--- src/rtl/f_div_seq.sv ---
// Sequenced IEEE-754 binary32 divider: special-case decode, one quotient bit per
// cycle shift-subtract recurrence, then normalise/round, over valid/ready handshakes.
module f_div_seq #(
  parameter int          QBITS      = 26,
  parameter logic [2:0]  RM_DEFAULT = 3'b000
) (
  input  logic        clk,
  input  logic        rst_n,
  input  logic        in_valid,
  output logic        in_ready,
  input  logic [31:0] a,
  input  logic [31:0] b,
  input  logic [2:0]  rounding,
  input  logic        flush,
  output logic        out_valid,
  input  logic        out_ready,
  output logic [31:0] y,
  output logic [4:0]  flags
);

  localparam int CW = $clog2(QBITS);

  typedef enum logic [2:0] {S_IDLE, S_SPEC, S_DIV, S_RND, S_DONE} state_t;

  state_t state, nxt;

  logic              sign;
  logic [2:0]        rm;
  logic signed [9:0] e;
  logic [23:0]       mb;
  logic [24:0]       r;
  logic [QBITS-1:0]  q;
  logic [CW-1:0]     count;
  logic              an, bn, ai, bi, az, bz;

  // Operand classification; subnormals decode as zero (DAZ).
  logic a_emax, b_emax, a_nan, b_nan, a_inf, b_inf, a_zero, b_zero, a_special;
  assign a_emax    = &a[30:23];
  assign b_emax    = &b[30:23];
  assign a_nan     = a_emax & (|a[22:0]);
  assign b_nan     = b_emax & (|b[22:0]);
  assign a_inf     = a_emax & ~(|a[22:0]);
  assign b_inf     = b_emax & ~(|b[22:0]);
  assign a_zero    = ~(|a[30:23]);
  assign b_zero    = ~(|b[30:23]);
  assign a_special = a_emax | b_emax | a_zero | b_zero;

  // Handshakes: a transfer happens on a rising edge where valid and ready are both
  // high; flush overrides both and also masks an input transfer while idle.
  logic accept;
  assign accept = in_valid & in_ready & ~flush;

  always_ff @(posedge clk or negedge rst_n) begin
    if (!rst_n) state <= S_IDLE;
    else        state <= nxt;
  end

  always_comb begin
    nxt = state;
    if (flush && state != S_IDLE) begin
      nxt = S_IDLE;
    end else begin
      case (state)
        S_IDLE:  if (accept) nxt = a_special ? S_SPEC : S_DIV;
        S_SPEC:  nxt = S_DONE;
        S_DIV:   if (count == CW'(QBITS - 1)) nxt = S_RND;
        S_RND:   nxt = S_DONE;
        S_DONE:  if (out_ready) nxt = S_IDLE;
        default: nxt = S_IDLE;
      endcase
    end
  end

  always_comb begin
    in_ready  = (state == S_IDLE);
    out_valid = (state == S_DONE);
  end

  // Recurrence step; the remainder stays below 2*mb so 25 bits suffice.
  logic        r_ge;
  logic [24:0] r_sub;
  assign r_ge  = (r >= {1'b0, mb});
  assign r_sub = r - {1'b0, mb};

  always_ff @(posedge clk or negedge rst_n) begin
    if (!rst_n) begin
      sign  <= 1'b0;
      rm    <= 3'b000;
      e     <= '0;
      mb    <= '0;
      r     <= '0;
      q     <= '0;
      count <= '0;
      {an, bn, ai, bi, az, bz} <= '0;
    end else if (accept) begin
      sign  <= a[31] ^ b[31];
      rm    <= (rounding > 3'b100) ? RM_DEFAULT : rounding;
      e     <= $signed({2'b00, a[30:23]} - {2'b00, b[30:23]} + 10'd127);
      mb    <= {~b_zero, b[22:0]};
      r     <= {1'b0, ~a_zero, a[22:0]};
      q     <= '0;
      count <= '0;
      {an, bn, ai, bi, az, bz} <= {a_nan, b_nan, a_inf, b_inf, a_zero, b_zero};
    end else if (state == S_DIV) begin
      r     <= r_ge ? (r_sub << 1) : (r << 1);
      q     <= {q[QBITS-2:0], r_ge};
      count <= count + 1'b1;
    end
  end

  logic [31:0] spec_y;
  logic [4:0]  spec_fl;
  always_comb begin
    spec_y  = {sign, 31'd0};
    spec_fl = 5'b00000;
    if (an | bn | (az & bz) | (ai & bi)) begin
      spec_y  = 32'h7FC00000;
      spec_fl = 5'b10000;
    end else if (ai) begin
      spec_y  = {sign, 8'hFF, 23'd0};
    end else if (bz) begin
      spec_y  = {sign, 8'hFF, 23'd0};
      spec_fl = 5'b01000;
    end
  end

  // Normalise, round and range-check the finished quotient.
  logic [23:0]       mant;
  logic              g, s, inc, ovf_inf;
  logic signed [9:0] en, er;
  logic [24:0]       sum;
  logic [22:0]       frac_r;
  logic [31:0]       rnd_y;
  logic [4:0]        rnd_fl;
  always_comb begin
    if (q[QBITS-1]) begin
      mant = q[QBITS-1 -: 24];
      g    = q[QBITS-25];
      s    = (|q[QBITS-26:0]) | (|r);
      en   = e;
    end else begin
      mant = q[QBITS-2 -: 24];
      g    = q[QBITS-26];
      s    = |r;
      en   = e - 10'sd1;
    end
    case (rm)
      3'b000:  inc = g & (s | mant[0]);
      3'b010:  inc = (g | s) & sign;
      3'b011:  inc = (g | s) & ~sign;
      3'b100:  inc = g;
      default: inc = 1'b0;
    endcase
    sum     = {1'b0, mant} + {24'd0, inc};
    frac_r  = sum[24] ? sum[23:1] : sum[22:0];
    er      = sum[24] ? en + 10'sd1 : en;
    ovf_inf = (rm == 3'b000) | (rm == 3'b100) | ((rm == 3'b011) & ~sign) | ((rm == 3'b010) & sign);
    if (er >= 10'sd255) begin
      rnd_y  = ovf_inf ? {sign, 8'hFF, 23'd0} : {sign, 8'hFE, 23'h7FFFFF};
      rnd_fl = 5'b00101;
    end else if (er <= 10'sd0) begin
      rnd_y  = {sign, 31'd0};
      rnd_fl = 5'b00011;
    end else begin
      rnd_y  = {sign, er[7:0], frac_r};
      rnd_fl = {4'b0000, g | s};
    end
  end

  always_ff @(posedge clk or negedge rst_n) begin
    if (!rst_n) begin
      y     <= '0;
      flags <= '0;
    end else if (nxt == S_DONE && state != S_DONE) begin
      y     <= (state == S_SPEC) ? spec_y  : rnd_y;
      flags <= (state == S_SPEC) ? spec_fl : rnd_fl;
    end
  end

endmodule

--- config.mk ---
export PLATFORM = sky130hd
export DESIGN_NAME = f_div_seq
export DESIGN_NICKNAME = d
export VERILOG_FILES = /design/src/rtl/f_div_seq.sv
export SDC_FILE = /design/constraint.sdc
export NUM_CORES = 1
export LEC_CHECK = 0
export ABC_AREA = 1
export CORE_MARGIN = 3
export CORE_UTILIZATION = 32
export CTS_CLUSTER_DIAMETER = 60
export DETAILED_ROUTE_END_ITERATION = 7
export SYNTH_ARGS = -nofsm -noshare
export SYNTH_HDL_FRONTEND = slang
export SYNTH_SLANG_ARGS = --single-unit
--- constraint.sdc ---
create_clock -name clk -period 5.3 [get_ports clk]
set_clock_uncertainty 0.15 [all_clocks]
set_input_delay 1.06 -clock clk [delete_from_list [all_inputs] [get_ports clk]]
set_output_delay 1.06 -clock clk [all_outputs]
set_load 0.01 [all_outputs]
## After elaboration in Yosys (flattened, before gate mapping)

Index checks and enable logic that the tools add are counted.

| word-level totals | value |
|---|---|
| bits in registers | 140 |
| logic and storage cells | 117 |

| operators by class | value |
|---|---|
| $add $sub $neg | 7 |
| order comparisons | 4 |
| eq/ne operators | 10 |
| muxes and demuxes | 34 |
| bitwise operators | 32 |
| reductions and logical operators | 14 |

Operators with widths:

| kind | count |
|---|---|
| $mux 31 | 4 |
| $mux 25 | 3 |
| $mux 32 | 2 |
| $mux 26 | 2 |
| $mux 24 | 2 |
| $reduce_or 23->1 | 2 |
| $add 24x1->25 | 1 |
| $ge 25x24->1 | 1 |
| $reduce_or 25->1 | 1 |
| $sub 24x24->24 | 1 |
| $mux 23 | 1 |
| $mux 10 | 2 |
| $mux 5 | 4 |
| $mux 3 | 6 |
| $reduce_and 8->1 | 2 |
| $reduce_or 8->1 | 2 |
| $and 1x1->1 | 13 |
| $eq 3x2->1 const B | 4 |
| $or 1x1->1 | 12 |
| $pmux 3 s4 | 1 |
| $add 10x2->10 const B | 1 |
| $add 9x8->10 const B | 1 |
| $ge 10x9->1 const B | 1 |
| $le 10x1->1 const B | 1 |
| other kinds (19) | 31 |

## Longest topological paths before layout

| depth | value |
|---|---|
| depth after elaboration | 12 |
| depth in mapped cells | 28 |
| gate-level depth less buffers | 26 |

## Least setup slack after synthesis

Ideal clock, no wire load.

| path | value |
|---|---|
| path kind | register to register |
| start | reg q[25] |
| end | reg y[14] |
| setup time | 118 ps |
| arrival time | 3468 ps |
| data required time | 5032 ps |
| slack | 1564 ps |
| stages on the path, launching flop included | 28 |
| path buffers | 5 |
| path through | dfrtp_1 > buf_6 > buf_6 > buf_4 > a2111oi_0 > nand3_1 > nor3_1 > o41ai_1 > ha_1 > ha_1 > nand3_1 > nor2_2 > nand2_2 > inv_1 > nand2_1 > buf_6 > nand2_1 > o21ai_1 > nand3_1 > nor2_1 > nand2_1 > nand2_2 > nand3_1 > nand2_1 > inv_2 > buf_6 > nand3_1 > nand2_1 |

| on the way | value |
|---|---|
| word-level cells in the longest chain between the ends | 10 |
| elaborated cells between the ends (all ways) | 19 |
| classes of those cells | add/sub (2); order compare (2); mux (10); bitwise (5) |

RTL lines:

| what | RTL line | text |
|---|---|---|
| start: declaration | 32 | `logic [QBITS-1:0] q;` |
| start signal: assignment | 106 | `q <= {q[QBITS-2:0], r_ge};` |
| $mux 1 / $mux 24 (equally long branches) | 136 | `if (q[QBITS-1]) begin` |
| $or 1x1->1 (on tied branches) | 149, 150, 148 |  |
| $and 1x1->1 (on tied branches) | 150, 148, 149 |  |
| $pmux 1 s4 | 147 | `case (rm)` |
| $add 24x1->25 | 154 | `sum = {1'b0, mant} + {24'd0, inc};` |
| $mux 10 | 156 | `er = sum[24] ? en + 10'sd1 : en;` |
| $le 10x1->1 | 161 | `end else if (er <= 10'sd0) begin` |
| $mux 31 | 161 |  |
| $mux 31 (*) | 158 | `if (er >= 10'sd255) begin` |
| $mux 32 (*) | 175 | `y <= (state == S_SPEC) ? spec_y : rnd_y;` |
| end signal: assignment | 175 |  |
| end: declaration | 17 | `output logic [31:0] y,` |

Mark *: on every way between the ends. The rest lies on a longest branch, timed or not.
A chain may end at the register's enable or synchronous reset.

## Worst setup path after layout

| path | value |
|---|---|
| start | reg r[11] |
| end | reg y[14] |

| on the way | value |
|---|---|
| word-level cells in the longest chain between the ends | 12 |
| elaborated cells between the ends (all ways) | 17 |
| classes of those cells | add/sub (1); order compare (2); mux (7); bitwise (6); reduce/logical (1) |

RTL lines:

| what | RTL line | text |
|---|---|---|
| start: declaration | 31 | `logic [24:0] r;` |
| start signal: assignment | 100 | `r <= {1'b0, ~a_zero, a[22:0]};` |
| start signal: assignment | 105 | `r <= r_ge ? (r_sub << 1) : (r << 1);` |
| $reduce_or 25->1 (*) | 139, 144 |  |
| $or 1x1->1 | 139 | `s = (\|q[QBITS-26:0]) \| (\|r);` |
| $mux 1 (*) | 136 |  |
| $or 1x1->1 (on tied branches) | 149, 150, 148 |  |
| $and 1x1->1 (on tied branches) | 150, 148, 149 |  |
| $pmux 1 s4 (*) | 147 |  |
| $add 24x1->25 (*) | 154 |  |
| $mux 10 | 156 |  |
| $le 10x1->1 | 161 |  |
| $mux 31 | 161 |  |
| $mux 31 (*) | 158 |  |
| $mux 32 (*) | 175 |  |

Marked as above.

==> results.toml <==
[drt]
drt-pass1-iter-count = 5
final_antenna_net_count = 0
routedWlPerCell_microns = 14.9
routed_via_density = 4.99
drt-initial-drc-count = 606
totalWireLength_mm = 27.2
vias = 9083
drc = 0

[status]
outcome = "finished, final reports clean"

[pwr]
p_clk_share_pct = 20.0
combinationalPowerShare_pct = 52.8
switchingPower_w = 0.00278
switching_share_pct = 44.5
total_power_w = 0.00624
p_int_w = 0.00346
pwr_density_cell_mw_per_mm2 = 538
irDropWorstVdd_mv = 0.228
seq_power_share_pct = 27.2
p_leak_nw = 5.29

[setup_path]
r2r_cells = 24
slowest_delay_ns = 0.42
startpoint_type = "register"
cp_cell_sequence = "nor4_1, nand2_1, nor4_1, nand4_1, nand2_1, o41ai_1, ha_1, ha_1, nand3_1, nor2_2, nand2_2, inv_1, nand2_1, nand3_1, nand2_1, nand2_1, nor2_1, nand3_1, nand2_2, inv_1, nand2_1, nand2_1, nand3_1, nand2_1"
worstPathRequired_ns = 5.46
crit_fanout = 27
r2r-end = "y[14]"
slowest_stage = "nor4_1"
critical_path_cell_count = 24
crit_arrival_ns = 4.71
r2r_setup_slack_ns = 0.75
path_buf_inv = 2
r2r-start = "r[11]"
path_common_cell = "nand2_1"
path_class = "reg2reg"
critical_path.endpoint_type = "register"
crit_family = "simple AND/OR/NAND/NOR gates"

[run]
drv_cap = 0

[sta]
relSlewSlack_pct = 35.5
fin_crit_sh_pct = 85.9
fmax_mhz = 220
fin_crit_ns = 4.55
finalMaxSlewViolations = 0
fin_tns_setup_ns = 0
hold_viol = 0
tightest_slew_ns = 0.962
finalSetupViolCount = 0
layout_setup_ws_ns = 0.749
rsz0062_at_grt = "no"

[worst_hold_path]
min_from = "az"
min_path_type = "reg2reg"
hold_path_end = "az"
hold_path_depth = 2

[floorplanning]
rows = 62
die-area_sq_mm = 0.0321
die_w_microns = 179
die_h_microns = 179
core_region_area_sq_mm = 0.0291
io_pins = 111
start_util_pct = 33.0

[placed_design]
hpwl_mm = 20.9
io_buffers = 110
place_congestion = 0.914
preCtsSetupSlack_ns = 0.815

[logic_synthesis]
synth-seq-cells = 140
synth_most_common_cell = "nand2_1"
synthesis.nets = 1448
synth_cells = 1334
synth_top_cell_area_share_pct = 36.5
synth_warnings = 0
synth-async-reset-ratio_pct = 100
synth_common_cells = "339 x nand2_1, 161 x inv_1, 143 x o21ai_0, 140 x dfrtp_1, 88 x nand3_1"
synth_area_leaders = "dfrtp_1 37%, nand2_1 13%, o21ai_0 7.5%"
ys_seq_area_share_pct = 36.5
syn_area_sq_mm = 0.00960
synth_area_per_cell_sq_um = 7.19
synth_top_cell_by_area = "dfrtp_1"
synth_edf_count = 0
synth-main-ff-cell = "dfrtp_1"
synth_cell_types = 48

[global_routing]
antenna_found_initial = 0
grt-ovfl-total = 0
grtUsageTotal_pct = 17.2
grt_max_degree = 83
grt_pass1_wl_mm = 44.3
grt_pass1_vias = 8599

[clock_tree]
cts.htree.levels = 4
cts_tree = "built"
cts_resized = 0
clk_latency_ns = 0.42
numCtsBuffers = 17
cts.sinks = 140
path_clk_slew_ns = 0.06
cts_root_buffer = "clkbuf_16"
ctsHoldBuffers = 0
cts_setup_buffers = 0
cts_buffer_depth = 2

[cells_and_area]
final_util_pct = 39.8
final_layout_size_suffix_gt1_share_pct = 4.81
seq_area_sq_mm = 0.00350
diodes = 0
nets = 1537
multi_input_area_sq_mm = 0.00521
fillers = 3029
area_growth_pct = 20.8
[stage by stage]
step / instances / hold WS (ns) / instance area, sq um
global placement: 1788 / 0.313 / 11000
CTS: 1819 / 0.333 / 11600
detailed placement: 1788 / 0.316 / 11000
finish: 1819 / 0.327 / 11600
floorplan: 1334 / 0.299 / 9600
global route: 1819 / 0.353 / 11600
[worst max-delay path by stage]
stage                from  endpoint  slack [ns]
finish              r[11]     y[14]        0.75
global route        r[11]     y[24]        0.28
CTS                 r[11]     y[24]        0.79
detailed placement  r[11]     y[24]        0.82
global placement    r[11]     y[24]        0.91
floorplan           q[25]     y[14]        1.56
[power by group through the flow]
stage                     clock network (W)  logic, W  registers, W
after floorplan                           0   0.00233       0.00169
after global placement                    0   0.00326       0.00171
after detailed placement                  0   0.00329       0.00171
after CTS                           0.00127   0.00331       0.00170
after global routing                0.00132   0.00379       0.00175
final                               0.00125   0.00329       0.00170
[per-layer routing]
layer	track usage, %	vias up	wire length (microns)
met1	24.5	4224	13400
met4	3.96	0	447
met5	0	-	0
met3	3.13	30	1310
li1	-	4622	-
met2	27.1	207	12000
[worst min-delay path, delay by kind of cell (launching register included)]
kind,cells,cell delay (ns)
flops,1,0.34
simple gates,2,0.10
[layout by cell type, fill, tap and decap left out, drive strengths merged, types with 20 or more instances in the layout]
master	instances
nand2	343
inv	168
o21ai	156
dfrtp	140
clkdlybuf4s50	109
nand3	89
nor2	88
a21oi	40
ha	40
xor2	38
o22ai	29
nor3	23
nand4	21
a22oi	21
nor4	20
[state kept, by name, indices dropped and copies added (netlist names)]
name	cells
r	25
bi	1
mb	24
y	32
an	1
az	1
ai	1
e	10
rm	3
bn	1
state	3
count	5
q	26
sign	1
bz	1
flags	5
[cell type report]
type	count	share of cell area, %
inverters	168	5.44
clock inverters	13	1.45
flip-flops and latches	140	30.2
repair buffers	118	10.0
clock buffers	18	3.79
well taps	384	4.15
multi-input cells	978	44.9
[cell families after synthesis]
logic type                 share of synthesized area, %
xor gates and xnor gates                           5.02
adders and majority gates                          5.63
muxes                                             0.104
buffers and inverters                              9.30
and+or+nand+nor                                    27.0
AOI/OAI and AO/OA                                  16.4
DFF                                                36.5
Power figures use the tool's default switching activity.
